==> src/rtl/uart_pkg.sv <==
// Shared UART definitions: receiver state encoding, data width and baud divider helpers.
package uart_pkg;

    localparam int UART_DATA_W = 8;

    typedef enum logic [2:0] {
        IDLE   = 3'd0,
        START  = 3'd1,
        DATA   = 3'd2,
        PARITY = 3'd3,
        STOP   = 3'd4,
        BREAK  = 3'd5
    } uart_state_e;

    // Clocks per oversample tick; never below one.
    function automatic int uart_div(input int clk_freq, input int baud, input int oversample);
        int d;
        d = clk_freq / (baud * oversample);
        return (d < 1) ? 1 : d;
    endfunction

    function automatic logic even_parity(input logic [UART_DATA_W-1:0] data);
        return ^data;
    endfunction

    function automatic logic majority3(input logic a, input logic b, input logic c);
        return (a & b) | (a & c) | (b & c);
    endfunction

endpackage

==> src/rtl/uart_baud_tick.sv <==
// Oversample tick generator: one-cycle pulse every DIV clocks, restarted by clr.
module uart_baud_tick #(
    parameter int DIV = 1
) (
    input  logic clk,
    input  logic rst,
    input  logic clr,
    output logic tick
);

    localparam int CW = (DIV > 1) ? $clog2(DIV) : 1;
    localparam logic [CW-1:0] LAST = CW'(DIV - 1);

    logic [CW-1:0] cnt_r;
    logic [CW-1:0] cnt_s;
    logic          tick_r;

    // Next count: restart on clr, wrap at the terminal value.
    always_comb begin
        cnt_s = cnt_r;
        if (clr) begin
            cnt_s = {CW{1'b0}};
        end else if (cnt_r == LAST) begin
            cnt_s = {CW{1'b0}};
        end else begin
            cnt_s = cnt_r + CW'(1);
        end
    end

    // Counter and registered tick, high in the cycle the count sits at its terminal value.
    always_ff @(posedge clk or posedge rst) begin
        if (rst) begin
            cnt_r  <= {CW{1'b0}};
            tick_r <= 1'b0;
        end else begin
            cnt_r  <= cnt_s;
            tick_r <= (cnt_s == LAST);
        end
    end

    assign tick = tick_r;

endmodule

==> src/rtl/uart_rx_os.sv <==
// Oversampling UART receiver with 2-of-3 mid-bit voting, 8N1 by default.
// Defining UART_RX_PARITY_EN switches to 8E1 and adds the parity_err strobe.
module uart_rx_os
    import uart_pkg::*;
#(
    parameter int CLK_FREQ   = 1_000_000,
    parameter int BAUD       = 9600,
    parameter int OVERSAMPLE = 16
) (
    input  logic                   clk,
    input  logic                   rst,
    input  logic                   rx,
    output logic [UART_DATA_W-1:0] rxout,
    output logic                   rxdone,
    output logic                   frame_err,
    output logic                   busy
`ifdef UART_RX_PARITY_EN
   ,output logic                   parity_err
`endif
);

    localparam int DIV = uart_div(CLK_FREQ, BAUD, OVERSAMPLE);
    localparam int TW  = $clog2(OVERSAMPLE);
    // The start edge is already ~3 clocks old when START is entered (sync + detect),
    // so the bit counter is preloaded to keep the votes centred on the line.
    localparam int ENTRY = ((3 / DIV) < (OVERSAMPLE / 2 - 2)) ? (3 / DIV) : (OVERSAMPLE / 2 - 2);

    localparam logic [TW-1:0] T_ENTRY = TW'(ENTRY);
    localparam logic [TW-1:0] T_S0    = TW'(OVERSAMPLE / 2 - 1);
    localparam logic [TW-1:0] T_S1    = TW'(OVERSAMPLE / 2);
    localparam logic [TW-1:0] T_VOTE  = TW'(OVERSAMPLE / 2 + 1);
    localparam logic [TW-1:0] T_LAST  = TW'(OVERSAMPLE - 1);

    logic                   sync_meta;
    logic                   rx_s;
    logic                   tick;
    uart_state_e            state_r, next_state_s;
    logic [TW-1:0]          tcnt_r, tcnt_s;
    logic                   samp0_r, samp0_s;
    logic                   samp1_r, samp1_s;
    logic [UART_DATA_W-1:0] shreg_r, shreg_s;
    logic [UART_DATA_W-1:0] rxout_r, rxout_s;
    logic [2:0]             bitcnt_r, bitcnt_s;
    logic                   rxdone_r, rxdone_s;
    logic                   frame_err_r, frame_err_s;
    logic                   busy_r, busy_s;
    logic                   mid_vote_s, end_bit_s, vote_s;
`ifdef UART_RX_PARITY_EN
    logic                   perr_flag_r, perr_flag_s;
    logic                   parity_err_r, parity_err_s;
`endif

    // Two-flop synchronizer for the asynchronous serial line.
    always_ff @(posedge clk or posedge rst) begin
        if (rst) begin
            sync_meta <= 1'b1;
            rx_s      <= 1'b1;
        end else begin
            sync_meta <= rx;
            rx_s      <= sync_meta;
        end
    end

    uart_baud_tick #(
        .DIV (DIV)
    ) u_tick (
        .clk  (clk),
        .rst  (rst),
        .clr  (state_r == IDLE),
        .tick (tick)
    );

    assign mid_vote_s = tick && (tcnt_r == T_VOTE);
    assign end_bit_s  = tick && (tcnt_r == T_LAST);
    assign vote_s     = majority3(samp0_r, samp1_r, rx_s);

    // Next-state, bit timing, sampling and strobe decode.
    always_comb begin
        next_state_s = state_r;
        tcnt_s       = tcnt_r;
        samp0_s      = samp0_r;
        samp1_s      = samp1_r;
        shreg_s      = shreg_r;
        bitcnt_s     = bitcnt_r;
        rxout_s      = rxout_r;
        rxdone_s     = 1'b0;
        frame_err_s  = 1'b0;
`ifdef UART_RX_PARITY_EN
        perr_flag_s  = perr_flag_r;
        parity_err_s = 1'b0;
`endif

        if (tick && (state_r != IDLE) && (state_r != BREAK)) begin
            if (tcnt_r == T_LAST) tcnt_s = {TW{1'b0}};
            else                  tcnt_s = tcnt_r + TW'(1);
            if (tcnt_r == T_S0)   samp0_s = rx_s;
            else                  samp0_s = samp0_r;
            if (tcnt_r == T_S1)   samp1_s = rx_s;
            else                  samp1_s = samp1_r;
        end else begin
            tcnt_s = tcnt_r;
        end

        case (state_r)
            IDLE: begin
                if (!rx_s) begin
                    next_state_s = START;
                    tcnt_s       = T_ENTRY;
                    bitcnt_s     = 3'd0;
`ifdef UART_RX_PARITY_EN
                    perr_flag_s  = 1'b0;
`endif
                end else begin
                    next_state_s = IDLE;
                end
            end
            START: begin
                if (mid_vote_s && vote_s) next_state_s = IDLE;
                else if (end_bit_s)       next_state_s = DATA;
                else                      next_state_s = START;
            end
            DATA: begin
                if (mid_vote_s) shreg_s = {vote_s, shreg_r[UART_DATA_W-1:1]};
                else            shreg_s = shreg_r;
                if (end_bit_s) begin
                    if (bitcnt_r == 3'd7) begin
`ifdef UART_RX_PARITY_EN
                        next_state_s = PARITY;
`else
                        next_state_s = STOP;
`endif
                    end else begin
                        bitcnt_s = bitcnt_r + 3'd1;
                    end
                end else begin
                    next_state_s = DATA;
                end
            end
            PARITY: begin
`ifdef UART_RX_PARITY_EN
                if (mid_vote_s) perr_flag_s = vote_s ^ even_parity(shreg_r);
                else            perr_flag_s = perr_flag_r;
                if (end_bit_s)  next_state_s = STOP;
                else            next_state_s = PARITY;
`else
                next_state_s = IDLE;
`endif
            end
            STOP: begin
                if (mid_vote_s) begin
                    if (vote_s) begin
                        next_state_s = IDLE;
`ifdef UART_RX_PARITY_EN
                        if (perr_flag_r) begin
                            parity_err_s = 1'b1;
                        end else begin
                            rxout_s  = shreg_r;
                            rxdone_s = 1'b1;
                        end
`else
                        rxout_s  = shreg_r;
                        rxdone_s = 1'b1;
`endif
                    end else begin
                        frame_err_s  = 1'b1;
                        next_state_s = BREAK;
                    end
                end else begin
                    next_state_s = STOP;
                end
            end
            BREAK: begin
                if (rx_s) next_state_s = IDLE;
                else      next_state_s = BREAK;
            end
            default: next_state_s = IDLE;
        endcase

        busy_s = (next_state_s != IDLE);
    end

    // State, datapath and registered outputs.
    always_ff @(posedge clk or posedge rst) begin
        if (rst) begin
            state_r      <= IDLE;
            tcnt_r       <= {TW{1'b0}};
            samp0_r      <= 1'b1;
            samp1_r      <= 1'b1;
            shreg_r      <= 8'h00;
            bitcnt_r     <= 3'd0;
            rxout_r      <= 8'h00;
            rxdone_r     <= 1'b0;
            frame_err_r  <= 1'b0;
            busy_r       <= 1'b0;
`ifdef UART_RX_PARITY_EN
            perr_flag_r  <= 1'b0;
            parity_err_r <= 1'b0;
`endif
        end else begin
            state_r      <= next_state_s;
            tcnt_r       <= tcnt_s;
            samp0_r      <= samp0_s;
            samp1_r      <= samp1_s;
            shreg_r      <= shreg_s;
            bitcnt_r     <= bitcnt_s;
            rxout_r      <= rxout_s;
            rxdone_r     <= rxdone_s;
            frame_err_r  <= frame_err_s;
            busy_r       <= busy_s;
`ifdef UART_RX_PARITY_EN
            perr_flag_r  <= perr_flag_s;
            parity_err_r <= parity_err_s;
`endif
        end
    end

    assign rxout     = rxout_r;
    assign rxdone    = rxdone_r;
    assign frame_err = frame_err_r;
    assign busy      = busy_r;
`ifdef UART_RX_PARITY_EN
    assign parity_err = parity_err_r;
`endif

endmodule

==> config.mk <==
export PLATFORM = sky130hd
export DESIGN_NAME = uart_rx_os
export DESIGN_NICKNAME = d
export VERILOG_FILES = /design/src/rtl/uart_pkg.sv /design/src/rtl/uart_baud_tick.sv /design/src/rtl/uart_rx_os.sv
export SDC_FILE = /design/constraint.sdc
export NUM_CORES = 1
export LEC_CHECK = 0
export ABC_AREA = 1
export ABC_CLOCK_PERIOD_IN_PS = 2020
export CAP_MARGIN = 5
export CORE_AREA = 2 2 59 61
export CTS_CLUSTER_DIAMETER = 100
export DETAILED_ROUTE_END_ITERATION = 6
export DIE_AREA = 0 0 61 63
export HOLD_SLACK_MARGIN = 0.12
export PLACE_DENSITY = 0.78
export REMOVE_ABC_BUFFERS = 1
export SLEW_MARGIN = 30
export SYNTH_ARGS = -nofsm -noshare
export SYNTH_HDL_FRONTEND = slang
export SYNTH_SLANG_ARGS = --single-unit
==> constraint.sdc <==
create_clock -name clk -period 2.02 [get_ports clk]
set_input_delay 0.606 -clock clk [delete_from_list [all_inputs] [get_ports clk]]
set_output_delay 0.606 -clock clk [all_outputs]
set_load 0.01 [all_outputs]
==> results of run 1 <==
==> worst min-delay path by stage <==
| stage | cells after the start | slack [ps] | endpoint | from |
|---|---|---|---|---|
| floorplan | 0 | 350 | rx_s | sync_meta |
| global placement | 0 | 350 | rx_s | sync_meta |
| detailed placement | 0 | 350 | rx_s | sync_meta |
| CTS | 0 | 360 | rx_s | sync_meta |
| global route | 0 | 370 | rx_s | sync_meta |
| finish | 0 | 360 | rx_s | sync_meta |
==> sequential cells by signal (all words and copies together), names as in the netlist <==
signal / flops
bitcnt_r: 3
rxout: 8
rxdone: 1
u_tick.tick: 1
shreg_r: 8
samp0_r: 1
tcnt_r: 4
u_tick.cnt_r: 3
frame_err: 1
sync_meta: 1
rx_s: 1
samp1_r: 1
state_r: 3
busy: 1
==> metrics by stage <==
step	power [uW]	instances	hold WS (ps)
floorplan	777	191	345
global placement	791	251	346
detailed placement	791	251	351
CTS	1320	259	361
global route	1360	259	365
finish	1300	259	363
==> final cells by class <==
class	instances	area, um^2
Clock buffer	7	55.1
Inverter	27	101
Clock inverter	1	30.0
Timing Repair Buffer	14	150
Multi-Input combinational cell	127	663
Sequential cell	37	931
Tap cell	46	57.6
Fill cell	299	1240
==> cell usage after synthesis, types with 3 or more instances <==
master   instances
nand2_1         54
dfrtp_1         33
inv_1           21
nor2_1          14
o21ai_0         12
nand3_1         10
o21ai_2          8
a21oi_1          5
ha_1             5
inv_2            5
dfstp_2          4
nand2_2          4
nor2_4           3
==> power groups by stage <==
stage / sequential [uW] / combinational [uW] / clock [uW]
finish: 749 / 27.0 / 529
global route: 750 / 31.4 / 583
CTS: 749 / 28.8 / 543
detailed placement: 763 / 28.5 / 0
global placement: 763 / 28.2 / 0
floorplan: 762 / 15.4 / 0
==> logic make-up after synthesis <==
kind of cell | Yosys count | share of synthesized area, %
AO/OA/AOI/OAI | 27 | 9.65
adder cells (fa/ha/maj) | 5 | 3.65
buffers and inverters | 29 | 6.87
flip-flops | 37 | 54.4
AND/OR/NAND/NOR | 95 | 25.4
==> per-layer routing <==
layer	share of wire (%)	up-vias	routed length [um]	global-route usage, %
met4	2.2	0	61	8.70
met5	0	-	0	0
met1	44	602	1240	20.1
met2	49	30	1390	30.2
li1	-	645	-	-
met3	4.4	5	124	6.00
==> placed cells by master (no fill, tap or decap), types with 2 or more instances in the layout <==
| master | n |
|---|---|
| o21ai_2 | 8 |
| nand3_1 | 10 |
| a21oi_1 | 5 |
| inv_1 | 21 |
| inv_2 | 5 |
| o21ai_0 | 12 |
| dfstp_2 | 4 |
| o21ai_1 | 2 |
| ha_1 | 5 |
| nand2_1 | 54 |
| nor2_4 | 3 |
| nor2_1 | 14 |
| clkdlybuf4s50_1 | 13 |
| nor3_1 | 2 |
| nand2_2 | 4 |
| nand3b_1 | 2 |
| dfrtp_1 | 33 |
| clkbuf_4 | 5 |
==> qor.json, run 1 <==
{
  "timing": {
    "slew-limit-headroom_pct": 77.9,
    "worst_pin_slew_ps": 329,
    "finalHoldViolations": 0,
    "unrepaired_setup_endpoints_after_global_routing": "no",
    "finalClockSkew_ps": 5.83,
    "max_clock_freq_ghz": 0.534,
    "final.setup.worst_slack_ps": 146,
    "setup_violations": 0,
    "report.final.slew_viol_count": 0,
    "finalCriticalPeriod_ps": 1870,
    "totalNegativeSetupSlack_ps": 0,
    "fin_crit_sh_pct": 92.8
  },
  "global_route": {
    "grt_use_total_pct": 18.1,
    "wire_length_of_the_first_global_routing_pass_um": 5180,
    "grt_antenna_before_repair": 0,
    "global_route.overflow_total": 0,
    "grt_pass1_vias": 1287,
    "grt_max_degree": 38
  },
  "routing": {
    "route.detailed.wl_per_inst_um": 10.9,
    "detail-route-antenna-nets": 0,
    "route.vias.total": 1282,
    "drt_pre_antenna_iters": 4,
    "routed_wl_um": 2820,
    "detailedRoute.firstIterationViolations": 52,
    "drcViolationCount": 0,
    "avgViaCountPerCell": 4.95
  },
  "die": {
    "core_area_um2": 3230,
    "die_width_um": 61,
    "starting_density_pct": 53.0,
    "chipHeight_um": 63,
    "die_area_um2": 3840,
    "pin_count": 14,
    "placementRows": 21
  },
  "power_and_ir_drop": {
    "internal-power_uw": 1050,
    "power.sequential.fraction_pct": 57.4,
    "share_clk_of_total_power_pct": 40.5,
    "power_switching_uw": 254,
    "vdd_ir_drop_max_mv": 0.510,
    "power-per-cell-area_nw_per_um2": 656,
    "sw_share_pct": 19.4,
    "combinationalPowerShare_pct": 2.1,
    "total_leakage_power_uw": 0.000947
  },
  "logic_synthesis": {
    "seq_area_frac_synth_pct": 54.4,
    "yosys.cell_types.count": 25,
    "gate_count_of_the_mapped_netlist": 193,
    "syn-cell-area_um2": 1710,
    "yosys_warnings": 0,
    "syn_avg_cell_area_um2": 8.87,
    "synth_top_area_cell": "dfrtp_1",
    "synth_async_sr_flop_share_pct": 100,
    "synth-edff-count": 0,
    "yosys.area.top_type_share_pct": 48.2,
    "synth_top_flop_cell": "dfrtp_1",
    "synthTopCellsByArea": "dfrtp_1 (48%), nand2_1 (12%), dfstp_2 (6.1%)",
    "synth-seq-cells": 37
  },
  "placement": {
    "dpl-instance-area_um2": 1900,
    "worst_case_setup_slack_after_placement_ps": 521,
    "port-buffer-count": 13,
    "gp_routability_congestion": 0.838,
    "post-dp-hpwl_um": 2050
  },
  "setup_path": {
    "worstSetupStartpointType": "register",
    "cp.depth": 1,
    "crit_required_ps": 1410,
    "reg2reg_to": "rxout[5]",
    "worstSetupEndpoint": "rxout[1]",
    "critical_path_arrival_ps": 1270,
    "r2r_slack_ps": 540,
    "timing.reg2reg.worst_path_depth": 9,
    "critical_path.max_stage_delay_ps": 540,
    "worst_path_dominant_cell_family": "buffers and inverters",
    "crit_start": "rxout[1]",
    "critPathSlowestCell": "clkdlybuf4s50_1",
    "critical_path_class": "reg2out",
    "worstPathBufferInverterCount": 1,
    "end_kind": "primary output",
    "critical_path.cell_chain": "clkdlybuf4s50_1",
    "highest_net_fanout_along_the_worst_path": 2,
    "r2r-start": "tcnt_r[1]"
  },
  "clock_network": {
    "cts_tree": "built",
    "clkSinkCount": 37,
    "clock_tree.buffer_depth": 2,
    "postCtsSetupRepairBufs": 0,
    "worst_setup_hold_path_clk_slew_ps": 110,
    "post_cts_resize_count": 0,
    "cts-buffers-inserted": 5,
    "htree_num_levels": 2,
    "cts-hold-fix-buffers": 0,
    "worstSkewPairLatency_ps": 340,
    "clock_tree.root_cell": "clkbuf_4"
  },
  "job": {
    "max_cap_violations": 0
  },
  "min_path": {
    "hold_path.class": "reg2reg"
  },
  "final_layout": {
    "finish.utilization_pct": 61.5,
    "design.final.nets": 220,
    "layout-area-overhead-vs-synth_pct": 16.2,
    "finalInstanceArea_um2": 1990,
    "drive_gt1_share_pct": 16.9,
    "num_antenna_cells": 0
  },
  "outcome": {
    "result_of_the_run": "finished clean"
  }
}
No activity file was read; power rests on OpenSTA's default activity.
==> run 2, diff against run 1 <==
--- a/config.mk
+++ b/config.mk
@@ -13,8 +13,9 @@
 export DETAILED_ROUTE_END_ITERATION = 6
 export DIE_AREA = 0 0 61 63
 export HOLD_SLACK_MARGIN = 0.12
-export PLACE_DENSITY = 0.78
+export PLACE_DENSITY = 0.79
 export REMOVE_ABC_BUFFERS = 1
+export SETUP_SLACK_MARGIN = 0.02
 export SLEW_MARGIN = 30
 export SYNTH_ARGS = -nofsm -noshare
 export SYNTH_HDL_FRONTEND = slang
==> run 2 against run 1 <==
Core utilization unchanged; first-iteration DRC count down 29%; count of clock-buffer cells in the layout unchanged; worst setup slack better by 15 ps; global-route usage down 0.61 points; via count down 1.5%; routed wire length down 1.9%; critical path type unchanged; largest power group unchanged; highest routed layer unchanged.
==> qor.json, run 2 (synthesized netlist as in run 1, its figures left out) <==
{
  "clock_network": {
    "clock_tree.root_cell": "clkbuf_4",
    "clock_tree.buffer_depth": 2,
    "cts_tree": "built",
    "post_cts_resize_count": 0,
    "postCtsSetupRepairBufs": 0,
    "clkSinkCount": 37,
    "htree_num_levels": 2,
    "cts-hold-fix-buffers": 0,
    "worstSkewPairLatency_ps": 340,
    "worst_setup_hold_path_clk_slew_ps": 100,
    "cts-buffers-inserted": 5
  },
  "global_route": {
    "grt_max_degree": 38,
    "global_route.overflow_total": 0,
    "wire_length_of_the_first_global_routing_pass_um": 5040,
    "grt_antenna_before_repair": 0,
    "grt_pass1_vias": 1219,
    "grt_use_total_pct": 17.5
  },
  "final_layout": {
    "stdcell_count": 259,
    "sequential_cell_area_um2": 931,
    "finalInstanceArea_um2": 1990,
    "layout-area-overhead-vs-synth_pct": 16.2,
    "layout.cells.most_common": "nand2_1",
    "fillers": 293,
    "design.final.nets": 220,
    "num_antenna_cells": 0,
    "layout_common_cells": "nand2_1 (54), dfrtp_1 (33), inv_1 (21)",
    "area_of_the_multi_input_gates_um2": 663,
    "drive_gt1_share_pct": 16.9
  },
  "power_and_ir_drop": {
    "power_switching_uw": 254,
    "fin_total_pwr_uw": 1310,
    "share_clk_of_total_power_pct": 40.6,
    "vdd_ir_drop_max_mv": 0.483,
    "power.sequential.fraction_pct": 57.4,
    "power-per-cell-area_nw_per_um2": 656,
    "combinationalPowerShare_pct": 2.1,
    "total_leakage_power_uw": 0.000947,
    "internal-power_uw": 1050,
    "sw_share_pct": 19.5
  },
  "outcome": {
    "result_of_the_run": "finished clean"
  },
  "timing": {
    "fin_crit_sh_pct": 92.0,
    "slew-limit-headroom_pct": 77.3,
    "unrepaired_setup_endpoints_after_global_routing": "no",
    "report.final.slew_viol_count": 0,
    "finalCriticalPeriod_ps": 1860,
    "setup_violations": 0,
    "final.setup.worst_slack_ps": 162,
    "worst_pin_slew_ps": 339,
    "totalNegativeSetupSlack_ps": 0,
    "finalHoldViolations": 0,
    "max_clock_freq_ghz": 0.538,
    "finalClockSkew_ps": 3.36
  },
  "routing": {
    "detail-route-antenna-nets": 0,
    "route.detailed.wl_per_inst_um": 10.7,
    "route.vias.total": 1263,
    "routed_wl_um": 2770,
    "drcViolationCount": 0,
    "detailedRoute.firstIterationViolations": 37,
    "avgViaCountPerCell": 4.88,
    "drt_pre_antenna_iters": 4
  },
  "placement": {
    "placed_cells_incl_taps": 251,
    "gp_routability_congestion": 0.871,
    "port-buffer-count": 13,
    "dpl-instance-area_um2": 1900,
    "worst_case_setup_slack_after_placement_ps": 519,
    "post-dp-hpwl_um": 2070
  },
  "die": {
    "pin_count": 14,
    "core_area_um2": 3230,
    "starting_density_pct": 53.0,
    "placementRows": 21,
    "die_area_um2": 3840,
    "die_width_um": 61,
    "chipHeight_um": 63
  },
  "setup_path": {
    "highest_net_fanout_along_the_worst_path": 2,
    "critical_path.cell_chain": "clkdlybuf4s50_1",
    "crit_required_ps": 1410,
    "critical_path.max_stage_delay_ps": 540,
    "worstPathBufferInverterCount": 1,
    "critPathSlowestCell": "clkdlybuf4s50_1",
    "critical_path_class": "reg2out",
    "worst_path_dominant_cell_family": "buffers and inverters",
    "worstSetupStartpointType": "register",
    "critical_path_arrival_ps": 1250,
    "end_kind": "primary output"
  },
  "min_path": {
    "hold_path.class": "reg2reg"
  },
  "job": {
    "max_cap_violations": 0
  }
}
==> run 2: cell counts in the layout (fill, tap and decap cells not counted) <==
No cell type changed its count.
==> run 2: final cells by class <==
type / instances / share of cell area, %
Clock buffer: 7 / 2.77
Clock inverter: 1 / 1.51
Inverter: 27 / 5.10
Multi-Input combinational cell: 127 / 33.4
Sequential cell: 37 / 46.8
Tap cell: 46 / 2.89
Timing Repair Buffer: 14 / 7.55
==> run 2: power by group through the flow <==
stage                     logic (uW)  registers (uW)  clock network (uW)
after floorplan                 15.4             762                   0
after global placement          28.3             763                   0
after detailed placement        28.3             763                   0
after CTS                       28.4             749                 538
after global routing            31.5             750                 575
final                           27.0             749                 530
==> run 2: metrics by stage <==
stage	hold WS, ps	utilization, %
global route	371	61.5
CTS	363	61.5
finish	362	61.5
floorplan	345	-
detailed placement	347	58.9
global placement	346	58.9
==> run 2: worst paths after layout <==
check / slack, ps / cells past startpoint / endpoint / startpoint
worst max-delay path: 160 / 1 / rxout[1] / rxout[1]
worst min-delay path: 360 / 0 / rx_s / sync_meta
worst max register to register: 520 / 8 / bitcnt_r[0] / state_r[0]
worst min register to register: 360 / 0 / rx_s / sync_meta
max in group asynchronous: 1170 / 3 / samp0_r / rst
min in group asynchronous: 600 / 3 / shreg_r[5] / rst
==> run 2: routing by layer <==
layer / vias to the layer above / share of wire (%) / GRT usage (%)
met1: 586 / 46 / 21.0
met5: - / 0 / 0
li1: 650 / - / -
met3: 7 / 3.7 / 6.63
met2: 20 / 48 / 27.7
met4: 0 / 2.2 / 7.34
==> run 3, diff against run 2 <==
--- a/config.mk
+++ b/config.mk
@@ -8,12 +8,12 @@
 export ABC_AREA = 1
 export ABC_CLOCK_PERIOD_IN_PS = 2020
 export CAP_MARGIN = 5
-export CORE_AREA = 2 2 59 61
+export CORE_AREA = 2 2 73 75
 export CTS_CLUSTER_DIAMETER = 100
 export DETAILED_ROUTE_END_ITERATION = 6
-export DIE_AREA = 0 0 61 63
+export DIE_AREA = 0 0 75 77
 export HOLD_SLACK_MARGIN = 0.12
-export PLACE_DENSITY = 0.79
+export PLACE_DENSITY = 0.56
 export REMOVE_ABC_BUFFERS = 1
 export SETUP_SLACK_MARGIN = 0.02
 export SLEW_MARGIN = 30
==> run 3 against run 2 <==
Core utilization is 20 points lower; highest routed layer unchanged; sequential power hardly changed; count of clock-buffer cells in the layout stayed put.
==> qor.json, run 3 (synthesized netlist as in run 1, its figures left out) <==
{
  "power_and_ir_drop": {
    "fin_total_pwr_uw": 1430,
    "power-per-cell-area_nw_per_um2": 699,
    "vdd_ir_drop_max_mv": 0.253,
    "total_leakage_power_uw": 0.000959
  },
  "final_layout": {
    "design.final.nets": 220,
    "sequential_cell_area_um2": 931,
    "drive_gt1_share_pct": 16.9,
    "area_of_the_multi_input_gates_um2": 663,
    "finish.utilization_pct": 41.2,
    "num_antenna_cells": 0,
    "layout_common_cells": "nand2_1 (54), dfrtp_1 (33), inv_1 (21)",
    "layout-area-overhead-vs-synth_pct": 19.7,
    "layout.cells.most_common": "nand2_1",
    "fillers": 516,
    "stdcell_count": 283
  },
  "setup_path": {
    "critical_path_arrival_ps": 1200,
    "worstSetupStartpointType": "register",
    "timing.reg2reg.worst_path_depth": 8,
    "critical_path.cell_chain": "clkdlybuf4s50_1",
    "critical_path.max_stage_delay_ps": 540,
    "crit_required_ps": 1410,
    "worst_path_dominant_cell_family": "buffers and inverters",
    "critical_path_class": "reg2out",
    "end_kind": "primary output",
    "worstPathBufferInverterCount": 1,
    "r2r_slack_ps": 550,
    "r2r-start": "state_r[0]",
    "critPathSlowestCell": "clkdlybuf4s50_1",
    "reg2reg_to": "bitcnt_r[1]",
    "highest_net_fanout_along_the_worst_path": 2
  },
  "die": {
    "starting_density_pct": 34.4,
    "die_width_um": 75,
    "pin_count": 14,
    "placementRows": 26,
    "chipHeight_um": 77,
    "die_area_um2": 5780,
    "core_area_um2": 4980
  },
  "clock_network": {
    "post_cts_resize_count": 0,
    "clock_tree.buffer_depth": 2,
    "cts_tree": "built",
    "worst_setup_hold_path_clk_slew_ps": 70,
    "worstSkewPairLatency_ps": 290,
    "htree_num_levels": 2,
    "cts-hold-fix-buffers": 0,
    "cts-buffers-inserted": 5,
    "postCtsSetupRepairBufs": 0,
    "clock_tree.root_cell": "clkbuf_8",
    "clkSinkCount": 37
  },
  "routing": {
    "detailedRoute.firstIterationViolations": 54,
    "drt_pre_antenna_iters": 4,
    "routed_wl_um": 2780,
    "route.vias.total": 1227,
    "detail-route-antenna-nets": 0,
    "drcViolationCount": 0,
    "avgViaCountPerCell": 4.34,
    "route.detailed.wl_per_inst_um": 9.83
  },
  "global_route": {
    "grt_use_total_pct": 11.8,
    "global_route.overflow_total": 0,
    "grt_antenna_before_repair": 0,
    "grt_max_degree": 38,
    "grt_pass1_vias": 1197,
    "wire_length_of_the_first_global_routing_pass_um": 5240
  },
  "timing": {
    "fin_crit_sh_pct": 89.4,
    "totalNegativeSetupSlack_ps": 0,
    "worst_pin_slew_ps": 339,
    "unrepaired_setup_endpoints_after_global_routing": "no",
    "finalHoldViolations": 0,
    "finalCriticalPeriod_ps": 1810,
    "report.final.slew_viol_count": 0,
    "slew-limit-headroom_pct": 77.2,
    "finalClockSkew_ps": 9.46,
    "final.setup.worst_slack_ps": 214,
    "setup_violations": 0,
    "max_clock_freq_ghz": 0.554
  },
  "min_path": {
    "timing.hold.worst_endpoint": "rx_s",
    "hold_path.class": "reg2reg",
    "hold-path-cell-count": 0,
    "worstHoldStart": "sync_meta"
  },
  "placement": {
    "port-buffer-count": 13,
    "gp_routability_congestion": 0.792,
    "worst_case_setup_slack_after_placement_ps": 528,
    "post-dp-hpwl_um": 2040,
    "placed_cells_incl_taps": 275
  },
  "outcome": {
    "result_of_the_run": "finished clean"
  },
  "job": {
    "max_cap_violations": 0
  }
}
==> run 3: final cells by class <==
class / count / share of cell area (%)
Tap cell: 70 / 4.27
Clock buffer: 7 / 4.21
Clock inverter: 1 / 1.47
Timing Repair Buffer: 14 / 7.33
Multi-Input combinational cell: 127 / 32.4
Inverter: 27 / 4.95
Sequential cell: 37 / 45.4
==> run 3: worst max path at each step <==
| stage | start | endpoint | slack (ps) | depth (start not counted) |
|---|---|---|---|---|
| after global placement | rxout[6] | rxout[6] | 520 | 1 |
| final | rxout[6] | rxout[6] | 210 | 1 |
| after detailed placement | rxout[6] | rxout[6] | 530 | 1 |
| after CTS | rxout[6] | rxout[6] | 200 | 1 |
| after floorplan | rst | bitcnt_r[0] | 590 | 1 |
| after global routing | rxout[1] | rxout[1] | 170 | 1 |
==> run 3: metal layers <==
| layer | vias to the layer above | part of all wire, % | track usage, % |
|---|---|---|---|
| met1 | 556 | 46 | 14.2 |
| met5 | - | 0 | 0 |
| met2 | 19 | 48 | 18.9 |
| met4 | 0 | 2.0 | 4.82 |
| li1 | 646 | - | - |
| met3 | 6 | 4.5 | 4.34 |
==> run 3: power breakdown <==
part           switching (uW)  internal [uW]
logic                    18.0           9.30
registers                2.74            746
clock network             253            402
total                     274           1160
==> run 3: per-stage QoR <==
stage | instance area [um^2] | hold slack [ps]
2_1_floorplan | 1700 | 345
3_3_place_gp | 1930 | 347
3_5_place_dp | 1930 | 348
4_1_cts | 2050 | 359
5_1_grt | 2050 | 362
6_report | 2050 | 358
==> run 3: worst register-to-register path, delay by kind of cell (launching register included) <==
kind	cells	cell delay (ps)
simple gates	6	660
compound gates	1	100
flops	1	430
buf+inv	1	160
